$ cat src/rtl/spi_share_pkg.sv
// Shared types and helpers for the SPI engine sharing arbiter.
package spi_share_pkg;

  localparam int DW_DEFAULT = 8;

  typedef enum logic [1:0] {
    IDLE  = 2'd0,
    OWN   = 2'd1,
    XFER  = 2'd2,
    DRAIN = 2'd3
  } state_e;

  // Index width for N requesters; at least one bit so a 2-way arbiter still has a select.
  function automatic int idx_w(input int n);
    return (n <= 2) ? 1 : $clog2(n);
  endfunction

endpackage

$ cat src/rtl/spi_share_arbiter_rr_pick.sv
// rr_pick: combinational round-robin picker, first set request at or after ptr_i (wrapping).
module rr_pick
  import spi_share_pkg::*;
#(
  parameter int N_REQ = 4,
  parameter int IDX_W = idx_w(N_REQ)
) (
  input  logic [N_REQ-1:0] req_i,
  input  logic [IDX_W-1:0] ptr_i,
  output logic [IDX_W-1:0] winner_o,
  output logic             any_o
);

  int               c;
  logic [IDX_W-1:0] cand;

  // Scan from the farthest candidate back to ptr_i so the closest one is written last.
  always_comb begin
    winner_o = '0;
    any_o    = 1'b0;
    c        = 0;
    cand     = '0;
    for (int k = N_REQ - 1; k >= 0; k--) begin
      c    = (int'(ptr_i) + k) % N_REQ;
      cand = IDX_W'(c);
      if (req_i[cand]) begin
        winner_o = cand;
        any_o    = 1'b1;
      end
    end
  end

endmodule

$ cat src/rtl/spi_share_arbiter.sv
// spi_share_arbiter: round-robin, burst-locked sharing of one SPI byte engine among N_REQ requesters.
// Optional forced release of idle owners is enabled with `define SPI_SHARE_ARBITER_TIMEOUT_EN.
module spi_share_arbiter
  import spi_share_pkg::*;
#(
  parameter int  N_REQ       = 4,
  parameter int  DW          = DW_DEFAULT,
  parameter int  TIMEOUT_CYC = 4096,
  localparam int IDX_W       = idx_w(N_REQ)
) (
  input  logic                clk,
  input  logic                reset,
  input  logic [N_REQ-1:0]    req,
  output logic [N_REQ-1:0]    gnt,
  input  logic [N_REQ-1:0]    req_valid,
  input  logic [N_REQ*DW-1:0] req_txd,
  output logic [N_REQ-1:0]    req_ready,
  output logic [N_REQ-1:0]    rsp_valid,
  output logic [DW-1:0]       rsp_rxd,
  output logic                eng_start,
  output logic [DW-1:0]       eng_txd,
  input  logic                eng_busy,
  input  logic                eng_done,
  input  logic [DW-1:0]       eng_rxd,
  output logic [IDX_W-1:0]    eng_ss_sel,
  output logic                eng_ss_act,
  output logic [N_REQ-1:0]    timeout_err,
  output logic [1:0]          dbg_state_o
);

  // Handshake: a TX byte moves on the cycle the owner presents req_valid while the FSM is in
  // OWN and eng_busy is low; req_ready, eng_start and the registered eng_txd all appear on the
  // following cycle. Non-owner req_valid is never looked at.

  state_e            state_q, state_d;
  logic [IDX_W-1:0]  ptr_q, ptr_d;
  logic [IDX_W-1:0]  own_q, own_d;
  logic [N_REQ-1:0]  gnt_q, gnt_d;
  logic              ss_act_q, ss_act_d;
  logic [N_REQ-1:0]  req_ready_q, req_ready_d;
  logic [N_REQ-1:0]  rsp_valid_q, rsp_valid_d;
  logic [DW-1:0]     rsp_rxd_q, rsp_rxd_d;
  logic              eng_start_q, eng_start_d;
  logic [DW-1:0]     eng_txd_q, eng_txd_d;
  logic              drop_q, drop_d;
  logic              rel;

  logic [IDX_W-1:0]  pick_idx;
  logic              pick_any;
  logic              own_req;
  logic [DW-1:0]     own_txd;

`ifdef SPI_SHARE_ARBITER_TIMEOUT_EN
  localparam int TO_W = $clog2(TIMEOUT_CYC) + 1;
  logic [TO_W-1:0]   to_cnt_q, to_cnt_d;
  logic [N_REQ-1:0]  to_err_q, to_err_d;
`else
  logic              unused_cfg;
  assign unused_cfg = (TIMEOUT_CYC != 0);
`endif

  rr_pick #(
    .N_REQ (N_REQ),
    .IDX_W (IDX_W)
  ) u_pick (
    .req_i    (req),
    .ptr_i    (ptr_q),
    .winner_o (pick_idx),
    .any_o    (pick_any)
  );

  assign own_req = req[own_q];
  assign own_txd = req_txd[int'(own_q)*DW +: DW];

  always_comb begin
    state_d     = state_q;
    ptr_d       = ptr_q;
    own_d       = own_q;
    gnt_d       = gnt_q;
    ss_act_d    = ss_act_q;
    req_ready_d = '0;
    rsp_valid_d = '0;
    rsp_rxd_d   = rsp_rxd_q;
    eng_start_d = 1'b0;
    eng_txd_d   = eng_txd_q;
    drop_d      = drop_q;
    rel         = 1'b0;
`ifdef SPI_SHARE_ARBITER_TIMEOUT_EN
    to_cnt_d    = to_cnt_q;
    to_err_d    = to_err_q;
`endif

    unique case (state_q)
      IDLE: begin
        if (pick_any) begin
          own_d           = pick_idx;
          gnt_d           = '0;
          gnt_d[pick_idx] = 1'b1;
          ss_act_d        = 1'b1;
          drop_d          = 1'b0;
          state_d         = OWN;
`ifdef SPI_SHARE_ARBITER_TIMEOUT_EN
          to_cnt_d        = '0;
`endif
        end
      end

      // A drop on the same cycle as req_valid wins: no byte is taken.
      OWN: begin
        if (!own_req) begin
          rel = 1'b1;
        end else if (req_valid[own_q] && !eng_busy) begin
          req_ready_d[own_q] = 1'b1;
          eng_txd_d          = own_txd;
          eng_start_d        = 1'b1;
          drop_d             = 1'b0;
          state_d            = XFER;
`ifdef SPI_SHARE_ARBITER_TIMEOUT_EN
          to_cnt_d           = '0;
        end else if (to_cnt_q == TO_W'(TIMEOUT_CYC - 1)) begin
          rel             = 1'b1;
          to_err_d[own_q] = 1'b1;
        end else begin
          to_cnt_d = to_cnt_q + 1'b1;
`endif
        end
      end

      // Remember a drop seen at any point of the transfer, even if req comes back.
      XFER: begin
        if (!own_req) begin
          drop_d = 1'b1;
        end
        if (eng_done) begin
          rsp_rxd_d          = eng_rxd;
          rsp_valid_d[own_q] = 1'b1;
          state_d            = (drop_q || !own_req) ? DRAIN : OWN;
        end
      end

      DRAIN: begin
        rel = 1'b1;
      end

      default: begin
        state_d = IDLE;
      end
    endcase

    if (rel) begin
      gnt_d    = '0;
      ss_act_d = 1'b0;
      ptr_d    = (own_q == IDX_W'(N_REQ - 1)) ? '0 : own_q + 1'b1;
      state_d  = IDLE;
    end
  end

  always_ff @(posedge clk or posedge reset) begin
    if (reset) begin
      state_q     <= IDLE;
      ptr_q       <= '0;
      own_q       <= '0;
      gnt_q       <= '0;
      ss_act_q    <= 1'b0;
      req_ready_q <= '0;
      rsp_valid_q <= '0;
      rsp_rxd_q   <= '0;
      eng_start_q <= 1'b0;
      eng_txd_q   <= '0;
      drop_q      <= 1'b0;
    end else begin
      state_q     <= state_d;
      ptr_q       <= ptr_d;
      own_q       <= own_d;
      gnt_q       <= gnt_d;
      ss_act_q    <= ss_act_d;
      req_ready_q <= req_ready_d;
      rsp_valid_q <= rsp_valid_d;
      rsp_rxd_q   <= rsp_rxd_d;
      eng_start_q <= eng_start_d;
      eng_txd_q   <= eng_txd_d;
      drop_q      <= drop_d;
    end
  end

`ifdef SPI_SHARE_ARBITER_TIMEOUT_EN
  always_ff @(posedge clk or posedge reset) begin
    if (reset) begin
      to_cnt_q <= '0;
      to_err_q <= '0;
    end else begin
      to_cnt_q <= to_cnt_d;
      to_err_q <= to_err_d;
    end
  end

  assign timeout_err = to_err_q;
`else
  assign timeout_err = '0;
`endif

  assign gnt         = gnt_q;
  assign req_ready   = req_ready_q;
  assign rsp_valid   = rsp_valid_q;
  assign rsp_rxd     = rsp_rxd_q;
  assign eng_start   = eng_start_q;
  assign eng_txd     = eng_txd_q;
  assign eng_ss_sel  = own_q;
  assign eng_ss_act  = ss_act_q;
  assign dbg_state_o = state_q;

endmodule

$ cat config.mk
export PLATFORM = sky130hd
export DESIGN_NAME = spi_share_arbiter
export DESIGN_NICKNAME = d
export VERILOG_FILES = /design/src/rtl/spi_share_pkg.sv /design/src/rtl/spi_share_arbiter_rr_pick.sv /design/src/rtl/spi_share_arbiter.sv
export SDC_FILE = /design/constraint.sdc
export NUM_CORES = 1
export LEC_CHECK = 0
export BUFFER_PORTS_ARGS = -buffer_cell sky130_fd_sc_hd__buf_2
export CAP_MARGIN = 15
export CORE_MARGIN = 2
export CORE_UTILIZATION = 46
export DETAILED_ROUTE_END_ITERATION = 10
export PLACE_DENSITY = 0.89
export SLEW_MARGIN = 20
export SYNTH_ARGS = -nofsm -noshare
export SYNTH_HDL_FRONTEND = slang
export SYNTH_HIERARCHICAL = 1
export SYNTH_SLANG_ARGS = --single-unit
$ cat constraint.sdc
create_clock -name clk -period 2.8 [get_ports clk]
set_clock_uncertainty 0.15 [all_clocks]
set_input_delay 0.56 -clock clk [delete_from_list [all_inputs] [get_ports clk]]
set_output_delay 0.56 -clock clk [all_outputs]
set_load 0.1 [all_outputs]
==> impl_metrics.sql, run 1 <==
INSERT INTO impl_metrics (metric_group, metric, value, unit) VALUES
('route', 'drc_violations_left', '0', ''),
('finish', 'num-nets-final', '314', ''),
('clock_tree', 'post_cts_resize_count', '0', ''),
('die', 'floorplan.die_area', '0.004766', 'mm²'),
('clock_tree', 'cts-root-to-sink-buffers', '2', ''),
('worst_setup_path', 'path_max_fanout', '9', ''),
('route', 'wl_per_cell', '13.48', 'µm'),
('finish', 'proportion_of_layout_cells_with_a_drive_suffix_above_1', '49.41', '%'),
('sta', 'rsz0062_at_grt', 'no', ''),
('sta', 'achievable-frequency', '0.4484', 'GHz'),
('worst_setup_path', 'timing.critical_path.arrival', '1.52', 'ns'),
('logic_synthesis', 'cell_variety_after_synth', '39', ''),
('die', 'floorplan.die.width', '69.04', 'µm'),
('sta', 'max_slew_violation_total_from_the_final_report', '0', ''),
('worst_setup_path', 'worst-setup-path-type', 'flop to output pin', ''),
('logic_synthesis', 'synth-seq-cells', '37', ''),
('logic_synthesis', 'synth.area.top_cells', 'dfrtp_1, mux4_2, mux2_2', ''),
('logic_synthesis', 'yosys_warnings', '6', ''),
('global_route', 'globalRouteOverflowTotal', '0', ''),
('clock_tree', 'cts.reportedPaths.clkPinSlew', '0.08', 'ns'),
('route', 'route.final.wire_length', '4111', 'µm'),
('worst_setup_path', 'rrSetupSlack', '0.73', 'ns'),
('place', 'io_buffers', '85', ''),
('logic_synthesis', 'synth.avg_cell_area', '11.79', 'µm²'),
('run', 'maxCapViolations', '0', ''),
('sta', 'fin_crit_sh', '79.65', '%'),
('route', 'drt.antenna.violating_nets', '0', ''),
('worst_setup_path', 'crit_path_end_kind', 'output pin', ''),
('worst_setup_path', 'setup.worst_path.start_class', 'flop', ''),
('die', 'core', '0.004029', 'mm²'),
('clock_tree', 'tritoncts_num_sinks', '37', ''),
('global_route', 'grt_max_degree', '38', ''),
('route', 'avgViaCountPerCell', '5.223', ''),
('global_route', 'first_pass_grt_wire_length', '7224', 'µm'),
('finish', 'flow.area_growth_from_synthesis', '30.61', '%'),
('clock_tree', 'cts_setup_buffers', '0', ''),
('worst_setup_path', 'critical_path_data_required_time', '2.09', 'ns'),
('sta', 'final_hold_viol_count', '0', ''),
('die', 'initial_core_util', '48.29', '%'),
('worst_setup_path', 'r2r_end', 'gnt[3]', ''),
('sta', 'min_period', '2.230', 'ns'),
('sta', 'tns', '0', 'ns'),
('global_route', 'first_global_vias', '1636', ''),
('global_route', 'globalRouteTotalUtil', '18.76', '%'),
('route', 'dr.pass1.iters', '4', ''),
('logic_synthesis', 'synth_sequential_area_ratio', '47.59', '%'),
('clock_tree', 'htree_num_levels', '2', ''),
('global_route', 'grt_antenna_before_repair', '0', ''),
('clock_tree', 'root_buffer', 'clkbuf_8', ''),
('clock_tree', 'cts_tree', 'yes', ''),
('worst_setup_path', 'r2r_worst_path_depth', '6', ''),
('place', 'hpwl_after_detailed_placement', '3212', 'µm'),
('logic_synthesis', 'synth_top_area_share', '47.59', '%'),
('clock_tree', 'worstSkewPairLatency', '0.29', 'ns'),
('logic_synthesis', 'cell_area_after_synthesis', '0.001946', 'mm²'),
('route', 'drt_iter0_drc', '74', ''),
('die', 'pin_count', '90', ''),
('clock_tree', 'number_of_buffers_created_by_cts', '5', ''),
('die', 'die_span_y', '69.04', 'µm'),
('sta', 'setup-violations-final', '0', ''),
('run_status', 'status', 'finished clean', ''),
('finish', 'antenna_cells_inserted', '0', ''),
('logic_synthesis', 'netlist_instances', '165', ''),
('place', 'gp_routability_congestion', '0.8913', ''),
('clock_tree', 'cts.hold.buffers_added', '0', ''),
('worst_setup_path', 'r2r-start', 'dbg_state_o[1]', ''),
('route', 'detailroute.via_count', '1593', ''),
('logic_synthesis', 'yosys.area.top_type', 'dfrtp_1', ''),
('min_path', 'worstHoldPathType', 'primary input to async pin', ''),
('die', 'rows', '23', '');
[cell usage in the layout, fill, tap and decap left out, types with 4 or more instances in the layout]
cell type / n
buf_2: 85
dfrtp_1: 37
mux2_2: 16
nand2_1: 14
nor2_1: 14
inv_1: 12
mux4_2: 9
ha_1: 8
clkbuf_8: 5
a21oi_1: 4
o21ai_0: 4
a32o_1: 4
conb_1: 4
[worst max path at each step]
stage	start	end	cells after the start	slack, ns
floorplan	eng_ss_sel[0]	gnt[0]	6	0.09
global placement	req[3]	gnt[3]	5	0.57
detailed placement	req[3]	gnt[3]	5	0.52
CTS	eng_ss_sel[1]	eng_ss_sel[1]	2	0.55
global route	eng_ss_sel[1]	eng_ss_sel[1]	2	0.52
finish	eng_ss_sel[1]	eng_ss_sel[1]	2	0.57
[worst max-delay path: stages (launching register included)]
cell and delay (ns):
dfrtp_1 0.53, buf_4 0.25, buf_2 0.45
[cell type report]
type / count / area (µm²)
clock buffers: 5 / 68.82
multi-input cells: 109 / 918.4
clock inverters: 3 / 68.82
inverters: 13 / 48.80
fillers: 342 / 1488
well taps: 50 / 62.56
repair buffers: 88 / 447.9
flip-flops and latches: 37 / 925.9
[routing by layer]
metal  global-route usage, %  up-vias  wire length [µm]
met4                   8.497        0                88
met1                   22.40      768              1674
met3                   5.702        9               267
met5                       0        -                 0
li1                        -      752                 -
met2                   31.09       64              2080
[logic make-up after synthesis]
logic type	share of synthesized area [%]
and+or+nand+nor	10.80
DFF	47.59
muxes	21.22
AOI/OAI and AO/OA	9.261
buffers and inverters	5.787
adders and majority gates	5.145
other	0.1927
[per-stage QoR]
stage                     util, %  instances  setup slack, ns  cell area [µm²]  hold slack [ns]
final                       63.07        305           0.5698             2541           0.2147
after global routing        63.07        305           0.5204             2541           0.2491
after detailed placement    59.66        297           0.5157             2404           0.3399
after CTS                   63.07        305           0.5539             2541           0.2203
after global placement      59.66        297           0.5737             2404           0.3302
after floorplan                 -        168          0.08744             1957           0.3511
[cells in the mapped netlist, drive strengths merged]
cell	n
dfrtp	37
mux2	16
nand2	14
nor2	14
inv	13
mux4	9
ha	8
buf	7
a21oi	4
a32o	4
o21ai	4
and2	3
mux2i	3
nand2b	3
a211oi	2
a31oi	2
clkbuf	2
nor3	2
or2	2
a22o	1
and3	1
conb	1
nand3	1
nand4	1
nor2b	1
nor3b	1
o211ai	1
o21ba	1
o21bai	1
o221a	1
o221ai	1
o22ai	1
o31ai	1
or3	1
or4	1
[sequential cells by signal, summed over array words and instances (netlist names)]
name / count
eng_ss_act: 1
eng_txd: 8
dbg_state_o: 2
ptr_q: 2
gnt: 4
eng_ss_sel: 2
rsp_valid: 4
drop_q: 1
eng_start: 1
req_ready: 4
rsp_rxd: 8
Power of run 1 is not shown: default switching activity piles up to over one toggle a cycle in this logic, so the estimate is an artifact.
==> run 2: changes to the inputs <==
--- a/config.mk
+++ b/config.mk
@@ -5,12 +5,13 @@
 export SDC_FILE = /design/constraint.sdc
 export NUM_CORES = 1
 export LEC_CHECK = 0
+export ABC_AREA = 1
 export BUFFER_PORTS_ARGS = -buffer_cell sky130_fd_sc_hd__buf_2
 export CAP_MARGIN = 15
 export CORE_MARGIN = 2
-export CORE_UTILIZATION = 46
+export CORE_UTILIZATION = 43
 export DETAILED_ROUTE_END_ITERATION = 10
-export PLACE_DENSITY = 0.89
+export PLACE_DENSITY = 0.86
 export SLEW_MARGIN = 20
 export SYNTH_ARGS = -nofsm -noshare
 export SYNTH_HDL_FRONTEND = slang
==> constraint.sdc (replaced) <==
create_clock -name clk -period 2 [get_ports clk]
set_clock_uncertainty 0.15 [all_clocks]
set_input_delay 0.4 -clock clk [delete_from_list [all_inputs] [get_ports clk]]
set_output_delay 0.4 -clock clk [all_outputs]
set_load 0.1 [all_outputs]
==> impl_metrics.sql, run 2 <==
INSERT INTO impl_metrics (metric_group, metric, value, unit) VALUES
('logic_synthesis', 'synth.mux.area_fraction', '4.136', '%'),
('place', 'numPlacedInstances', '426', ''),
('clock_tree', 'root_buffer', 'clkbuf_8', ''),
('sta', 'fin_crit_sh', '94.78', '%'),
('clock_tree', 'tritoncts_num_sinks', '37', ''),
('worst_setup_path', 'worst-setup-path-type', 'flop to output pin', ''),
('clock_tree', 'htree_num_levels', '2', ''),
('route', 'route.final.wire_length', '5403', 'µm'),
('die', 'rows', '25', ''),
('clock_tree', 'cts_tree', 'yes', ''),
('die', 'floorplan.die_area', '0.005651', 'mm²'),
('logic_synthesis', 'synth_compound_gate_area_share', '9.707', '%'),
('sta', 'slew-limit-headroom', '52.08', '%'),
('sta', 'tns', '0', 'ns'),
('route', 'drt.antenna.violating_nets', '0', ''),
('sta', 'achievable-frequency', '0.5276', 'GHz'),
('logic_synthesis', 'yosys.area.top_type', 'dfrtp_1', ''),
('finish', 'multiInputGateArea', '0.001040', 'mm²'),
('logic_synthesis', 'synth_simple_gate_area_share', '28.60', '%'),
('logic_synthesis', 'yosys.area_share.adder', '4.595', '%'),
('worst_setup_path', 'crit_path_end_kind', 'output pin', ''),
('worst_setup_path', 'r2r_end', 'rsp_rxd[5]', ''),
('finish', 'antenna_cells_inserted', '0', ''),
('min_path', 'worstHoldPathType', 'primary input to async pin', ''),
('logic_synthesis', 'netlist_instances', '278', ''),
('logic_synthesis', 'asyncSetResetFlopFracSynth', '100.0', '%'),
('place', 'dpl_worst_slack', '0.09020', 'ns'),
('finish', 'proportion_of_layout_cells_with_a_drive_suffix_above_1', '37.60', '%'),
('route', 'avgViaCountPerCell', '4.848', ''),
('clock_tree', 'cts.reportedPaths.clkPinSlew', '0.08', 'ns'),
('clock_tree', 'cts_setup_buffers', '0', ''),
('worst_setup_path', 'r2r_worst_path_depth', '4', ''),
('logic_synthesis', 'synth.area.top_cells', 'dfrtp_1, nand2_1, nor2_1', ''),
('worst_setup_path', 'critical_path_data_required_time', '1.45', 'ns'),
('finish', 'num-nets-final', '426', ''),
('clock_tree', 'cts-root-to-sink-buffers', '2', ''),
('die', 'pin_count', '90', ''),
('sta', 'max_slew_violation_total_from_the_final_report', '0', ''),
('finish', 'layout.cells.most_common', 'buf_2', ''),
('route', 'drc_violations_left', '0', ''),
('global_route', 'globalRouteOverflowTotal', '0', ''),
('route', 'detailroute.via_count', '2104', ''),
('sta', 'timing_worst_slew_pin_value', '0.7180', 'ns'),
('sta', 'setup-violations-final', '0', ''),
('logic_synthesis', 'yosys_warnings', '6', ''),
('sta', 'rsz0062_at_grt', 'no', ''),
('place', 'io_buffers', '85', ''),
('worst_setup_path', 'timing.critical_path.arrival', '1.35', 'ns'),
('run', 'maxCapViolations', '0', ''),
('place', 'hpwl_after_detailed_placement', '4030', 'µm'),
('finish', 'layout.area.seq', '934.6', 'µm²'),
('worst_setup_path', 'setup.worst_path.start_class', 'flop', ''),
('logic_synthesis', 'synth-seq-cells', '37', ''),
('route', 'drt_iter0_drc', '133', ''),
('die', 'die_span_y', '75.18', 'µm'),
('die', 'floorplan.die.width', '75.18', 'µm'),
('sta', 'final_hold_viol_count', '0', ''),
('global_route', 'grt_max_degree', '21', ''),
('finish', 'mostFrequentLayoutCells', 'buf_2, nand2_1, nor2_1', ''),
('clock_tree', 'number_of_buffers_created_by_cts', '5', ''),
('clock_tree', 'worstSkewPairLatency', '0.29', 'ns'),
('logic_synthesis', 'synth_top_area_share', '42.50', '%'),
('sta', 'min_period', '1.896', 'ns'),
('logic_synthesis', 'synth.avg_cell_area', '7.836', 'µm²'),
('route', 'dr.pass1.iters', '4', ''),
('run_status', 'status', 'finished clean', ''),
('global_route', 'grt_antenna_before_repair', '0', ''),
('logic_synthesis', 'synth_common_cells', 'nand2_1, nor2_1, dfrtp_1', ''),
('logic_synthesis', 'cell_variety_after_synth', '27', ''),
('die', 'initial_core_util', '45.22', '%'),
('finish', 'flow.area_growth_from_synthesis', '29.41', '%'),
('place', 'gp_routability_congestion', '0.9158', ''),
('logic_synthesis', 'cell_area_after_synthesis', '0.002178', 'mm²'),
('logic_synthesis', 'post-synth-top-count-cell', 'nand2_1', ''),
('finish', 'filler_cell_count', '428', ''),
('global_route', 'first_global_vias', '1916', ''),
('sta', 'holdWs', '0.06086', 'ns'),
('worst_setup_path', 'rrSetupSlack', '0.13', 'ns'),
('finish', 'final_cell_count_no_fill', '434', ''),
('logic_synthesis', 'synth-xor-area-share', '0', '%'),
('global_route', 'first_pass_grt_wire_length', '8176', 'µm'),
('sta', 'final_critical_path_setup_slack', '0.1045', 'ns'),
('die', 'core', '0.004817', 'mm²'),
('logic_synthesis', 'synth_sequential_area_ratio', '42.50', '%'),
('worst_setup_path', 'r2r-start', 'dbg_state_o[0]', ''),
('route', 'wl_per_cell', '12.45', 'µm'),
('worst_setup_path', 'path_max_fanout', '10', ''),
('global_route', 'globalRouteTotalUtil', '19.22', '%'),
('clock_tree', 'cts.hold.buffers_added', '0', ''),
('logic_synthesis', 'combinational_family_with_the_most_area_after_synthesis', 'simple AND/OR/NAND/NOR gates', ''),
('logic_synthesis', 'postSynth.topFlopCell', 'dfrtp_1', ''),
('logic_synthesis', 'synth-edff-count', '0', '');
run 2: cell count changes after synthesis, moves of 4 or more:
cell / previous run / this run
a31oi_1: 2 / 8
nand2_1: 14 / 55
buf_2: 0 / 4
mux4_2: 9 / 0
nand3_1: 1 / 16
inv_2: 1 / 5
nor2_2: 0 / 4
mux2_2: 16 / 8
nand2_2: 0 / 8
a32o_1: 4 / 0
nor2_1: 14 / 51
inv_1: 12 / 25
o21ai_0: 4 / 26
run 2: cell families after synthesis:
group,Yosys count
buf+inv,45
simple gates,140
other cells,1
fa+ha+maj,8
mux,8
flops,37
compound gates,39
run 2: stage by stage:
step,utilization (%),instance area (µm²)
floorplan,-,2197
global placement,55.64,2680
detailed placement,55.64,2680
CTS,58.49,2818
global route,58.52,2819
finish,58.52,2819
run 2: how the worst max path moves through the flow:
stage / slack (ns) / to / cells past startpoint / startpoint
after global placement: 0.20 / rsp_rxd[6] / 4 / dbg_state_o[0]
after global routing: 0.05 / gnt[2] / 9 / ptr_q[0]
after floorplan: 0.09 / rsp_rxd[0] / 5 / dbg_state_o[0]
final: 0.10 / eng_ss_sel[1] / 2 / eng_ss_sel[1]
after CTS: 0.09 / eng_ss_sel[1] / 2 / eng_ss_sel[1]
after detailed placement: 0.09 / gnt[2] / 9 / ptr_q[0]
run 2: final cells by class:
cell class / instances / area share [%]
Multi-Input combinational cell: 199 / 36.88
Sequential cell: 37 / 33.16
Timing Repair Buffer: 91 / 17.67
Inverter: 32 / 4.439
Tap cell: 67 / 2.974
Clock buffer: 5 / 2.441
Clock inverter: 3 / 2.441
run 2: critical path, cell delays in order (launching register included):
cell and delay (ns):
dfrtp_2 0.42, buf_4 0.19, buf_2 0.44
run 2: repair_timing:
item                                    in CTS  in global routing
hold endpoints to repair                     0                  0
endpoints found under the setup margin       0                  7
gates resized for setup                      0                  1
run 2: metal layers:
layer	vias up	track usage [%]	part of all wire, %
met5	-	0	0
met3	10	5.890	9.2
met1	952	20.83	39
li1	1051	-	-
met2	91	34.99	50
met4	0	7.407	1.7
Power of run 2 is left out for the same reason.
==> run 3: changes to the inputs <==
--- a/config.mk
+++ b/config.mk
@@ -9,9 +9,9 @@
 export BUFFER_PORTS_ARGS = -buffer_cell sky130_fd_sc_hd__buf_2
 export CAP_MARGIN = 15
 export CORE_MARGIN = 2
-export CORE_UTILIZATION = 43
+export CORE_UTILIZATION = 48
 export DETAILED_ROUTE_END_ITERATION = 10
-export PLACE_DENSITY = 0.86
+export PLACE_DENSITY = 0.9
 export SLEW_MARGIN = 20
 export SYNTH_ARGS = -nofsm -noshare
 export SYNTH_HDL_FRONTEND = slang
==> constraint.sdc (replaced) <==
create_clock -name clk -period 1.8 [get_ports clk]
set_clock_uncertainty 0.15 [all_clocks]
set_input_delay 0.36 -clock clk [delete_from_list [all_inputs] [get_ports clk]]
set_output_delay 0.36 -clock clk [all_outputs]
set_load 0.1 [all_outputs]
==> impl_metrics.sql, run 3 (synthesized netlist as in run 2, its figures left out) <==
INSERT INTO impl_metrics (metric_group, metric, value, unit) VALUES
('place', 'gp_routability_congestion', '0.9050', ''),
('clock_tree', 'worstSkewPairLatency', '0.29', 'ns'),
('finish', 'antenna_cells_inserted', '0', ''),
('place', 'io_buffers', '85', ''),
('sta', 'max_slew_violation_total_from_the_final_report', '0', ''),
('global_route', 'first_global_vias', '1925', ''),
('sta', 'rsz0062_at_grt', 'yes', ''),
('route', 'drt_iter0_drc', '81', ''),
('die', 'floorplan.die_area', '0.005093', 'mm²'),
('sta', 'achievable-frequency', '0.5646', 'GHz'),
('place', 'post_dp_cell_area', '0.002726', 'mm²'),
('route', 'avgViaCountPerCell', '4.988', ''),
('route', 'route.final.wire_length', '5452', 'µm'),
('clock_tree', 'tritoncts_num_sinks', '37', ''),
('clock_tree', 'cts-root-to-sink-buffers', '2', ''),
('die', 'die_span_y', '71.37', 'µm'),
('min_path', 'worstHoldPathType', 'primary input to flop', ''),
('place', 'hpwl_after_detailed_placement', '3787', 'µm'),
('clock_tree', 'cts.reportedPaths.clkPinSlew', '0.08', 'ns'),
('route', 'drt.antenna.violating_nets', '0', ''),
('finish', 'flow.area_growth_from_synthesis', '37.79', '%'),
('sta', 'fin_crit_sh', '98.41', '%'),
('global_route', 'grt_antenna_before_repair', '0', ''),
('worst_setup_path', 'cp_slowest_cell', 'dfrtp_2', ''),
('worst_setup_path', 'worst-setup-path-type', 'flop to flop', ''),
('worst_setup_path', 'critical_path.most_common_cell', 'nand2_2', ''),
('run', 'maxCapViolations', '0', ''),
('clock_tree', 'number_of_buffers_created_by_cts', '5', ''),
('die', 'pin_count', '90', ''),
('worst_setup_path', 'path_max_fanout', '6', ''),
('worst_setup_path', 'critical_path_data_required_time', '1.84', 'ns'),
('finish', 'area_of_all_placed_cells_without_fillers', '0.003002', 'mm²'),
('worst_setup_path', 'cp_slowest_stage_delay', '0.47', 'ns'),
('sta', 'final_critical_path_setup_slack', '0.02870', 'ns'),
('global_route', 'globalRouteTotalUtil', '20.04', '%'),
('die', 'core', '0.004354', 'mm²'),
('finish', 'num-nets-final', '439', ''),
('finish', 'mostFrequentLayoutCells', 'buf_2, nand2_1, nor2_1', ''),
('worst_setup_path', 'setup.worst_path.start_class', 'flop', ''),
('route', 'drc_violations_left', '0', ''),
('finish', 'proportion_of_layout_cells_with_a_drive_suffix_above_1', '44.74', '%'),
('route', 'wl_per_cell', '12.62', 'µm'),
('sta', 'final_hold_viol_count', '0', ''),
('run_status', 'status', 'finished clean', ''),
('die', 'initial_core_util', '50.03', '%'),
('route', 'dr.pass1.iters', '5', ''),
('worst_setup_path', 'crit_path_end_kind', 'flop', ''),
('global_route', 'grt_max_degree', '38', ''),
('clock_tree', 'cts_tree', 'yes', ''),
('sta', 'min_period', '1.771', 'ns'),
('finish', 'layout.cells.most_common', 'buf_2', ''),
('global_route', 'first_pass_grt_wire_length', '8231', 'µm'),
('sta', 'holdWs', '0.1416', 'ns'),
('worst_setup_path', 'timing.critical_path.arrival', '1.81', 'ns'),
('worst_setup_path', 'crit_chain', 'buf_6 -> o21ai_4 -> nor2_4 -> nand3_2 -> inv_2 -> nand2_2 -> o21ai_1 -> inv_1 -> nand2_2 -> nand2_2 -> nand2_2 -> nand2_1 -> nand2_1', ''),
('route', 'detailroute.via_count', '2155', ''),
('die', 'floorplan.die.width', '71.37', 'µm'),
('global_route', 'globalRouteOverflowTotal', '0', ''),
('clock_tree', 'htree_num_levels', '2', ''),
('clock_tree', 'root_buffer', 'clkbuf_8', ''),
('place', 'dpl_worst_slack', '-0.04742', 'ns'),
('die', 'rows', '24', ''),
('sta', 'setup-violations-final', '0', '');
run 3: cell count changes in the layout (fill, tap and decap cells not counted), moves of 5 or more:
| cell | previous run | this run |
|---|---|---|
| buf_4 | 5 | 13 |
| inv_1 | 25 | 20 |
| inv_2 | 5 | 10 |
| nand2_1 | 55 | 50 |
| nand2_2 | 8 | 13 |
| o21ai_0 | 26 | 20 |
run 3: timing repair:
item	4_1_cts	5_1_grt
cloned	0	2
pin swaps	0	9
resized for setup	3	33
endpoints found under the setup margin	7	27
endpoints found under the hold margin	37	0
hold buffers	1	0
buffers inserted	0	5
run 3: critical path: cells and delay by family (launching register included):
kind                   cells  cell delay, ns
buffers and inverters      3            0.27
AO/OA/AOI/OAI              2            0.25
flip-flops                 1            0.47
AND/OR/NAND/NOR            8            0.53
run 3: cell type report:
cell class | instances | area [µm²]
Fill cell | 341 | 1353
Multi-Input combinational cell | 201 | 1149
Sequential cell | 37 | 942.2
Timing Repair Buffer | 102 | 605.6
Inverter | 32 | 125.1
Clock buffer | 5 | 68.82
Tap cell | 52 | 65.06
Clock inverter | 3 | 46.29
run 3: per-layer routing:
layer / share of wire (%) / up-vias / track usage, %
met5: 0 / - / 0
met4: 1.5 / 0 / 5.870
met3: 6.9 / 9 / 4.641
met2: 51 / 75 / 35.60
met1: 41 / 993 / 24.22
li1: - / 1078 / -
run 3: worst paths after layout:
path | from | to | slack (ns) | cells after the start
max | ptr_q[0] | dbg_state_o[1] | 0.03 | 13
min | eng_rxd[3] | rsp_rxd[3] | 0.14 | 2
max reg2reg | ptr_q[0] | dbg_state_o[1] | 0.03 | 13
min reg2reg | eng_ss_act | eng_ss_act | 0.33 | 2
max in group asynchronous | reset | dbg_state_o[0] | 0.77 | 4
min in group asynchronous | reset | rsp_valid[0] | 0.51 | 4
run 3: per-stage QoR:
| step | cells | TNS (ns) | util (%) |
|---|---|---|---|
| after floorplan | 281 | 0 | - |
| after global placement | 416 | 0 | 62.61 |
| after detailed placement | 416 | -0.2138 | 62.61 |
| after CTS | 425 | 0 | 65.60 |
| after global routing | 432 | -0.4336 | 68.94 |
| final | 432 | 0 | 68.94 |
Power of run 3 is left out for the same reason.
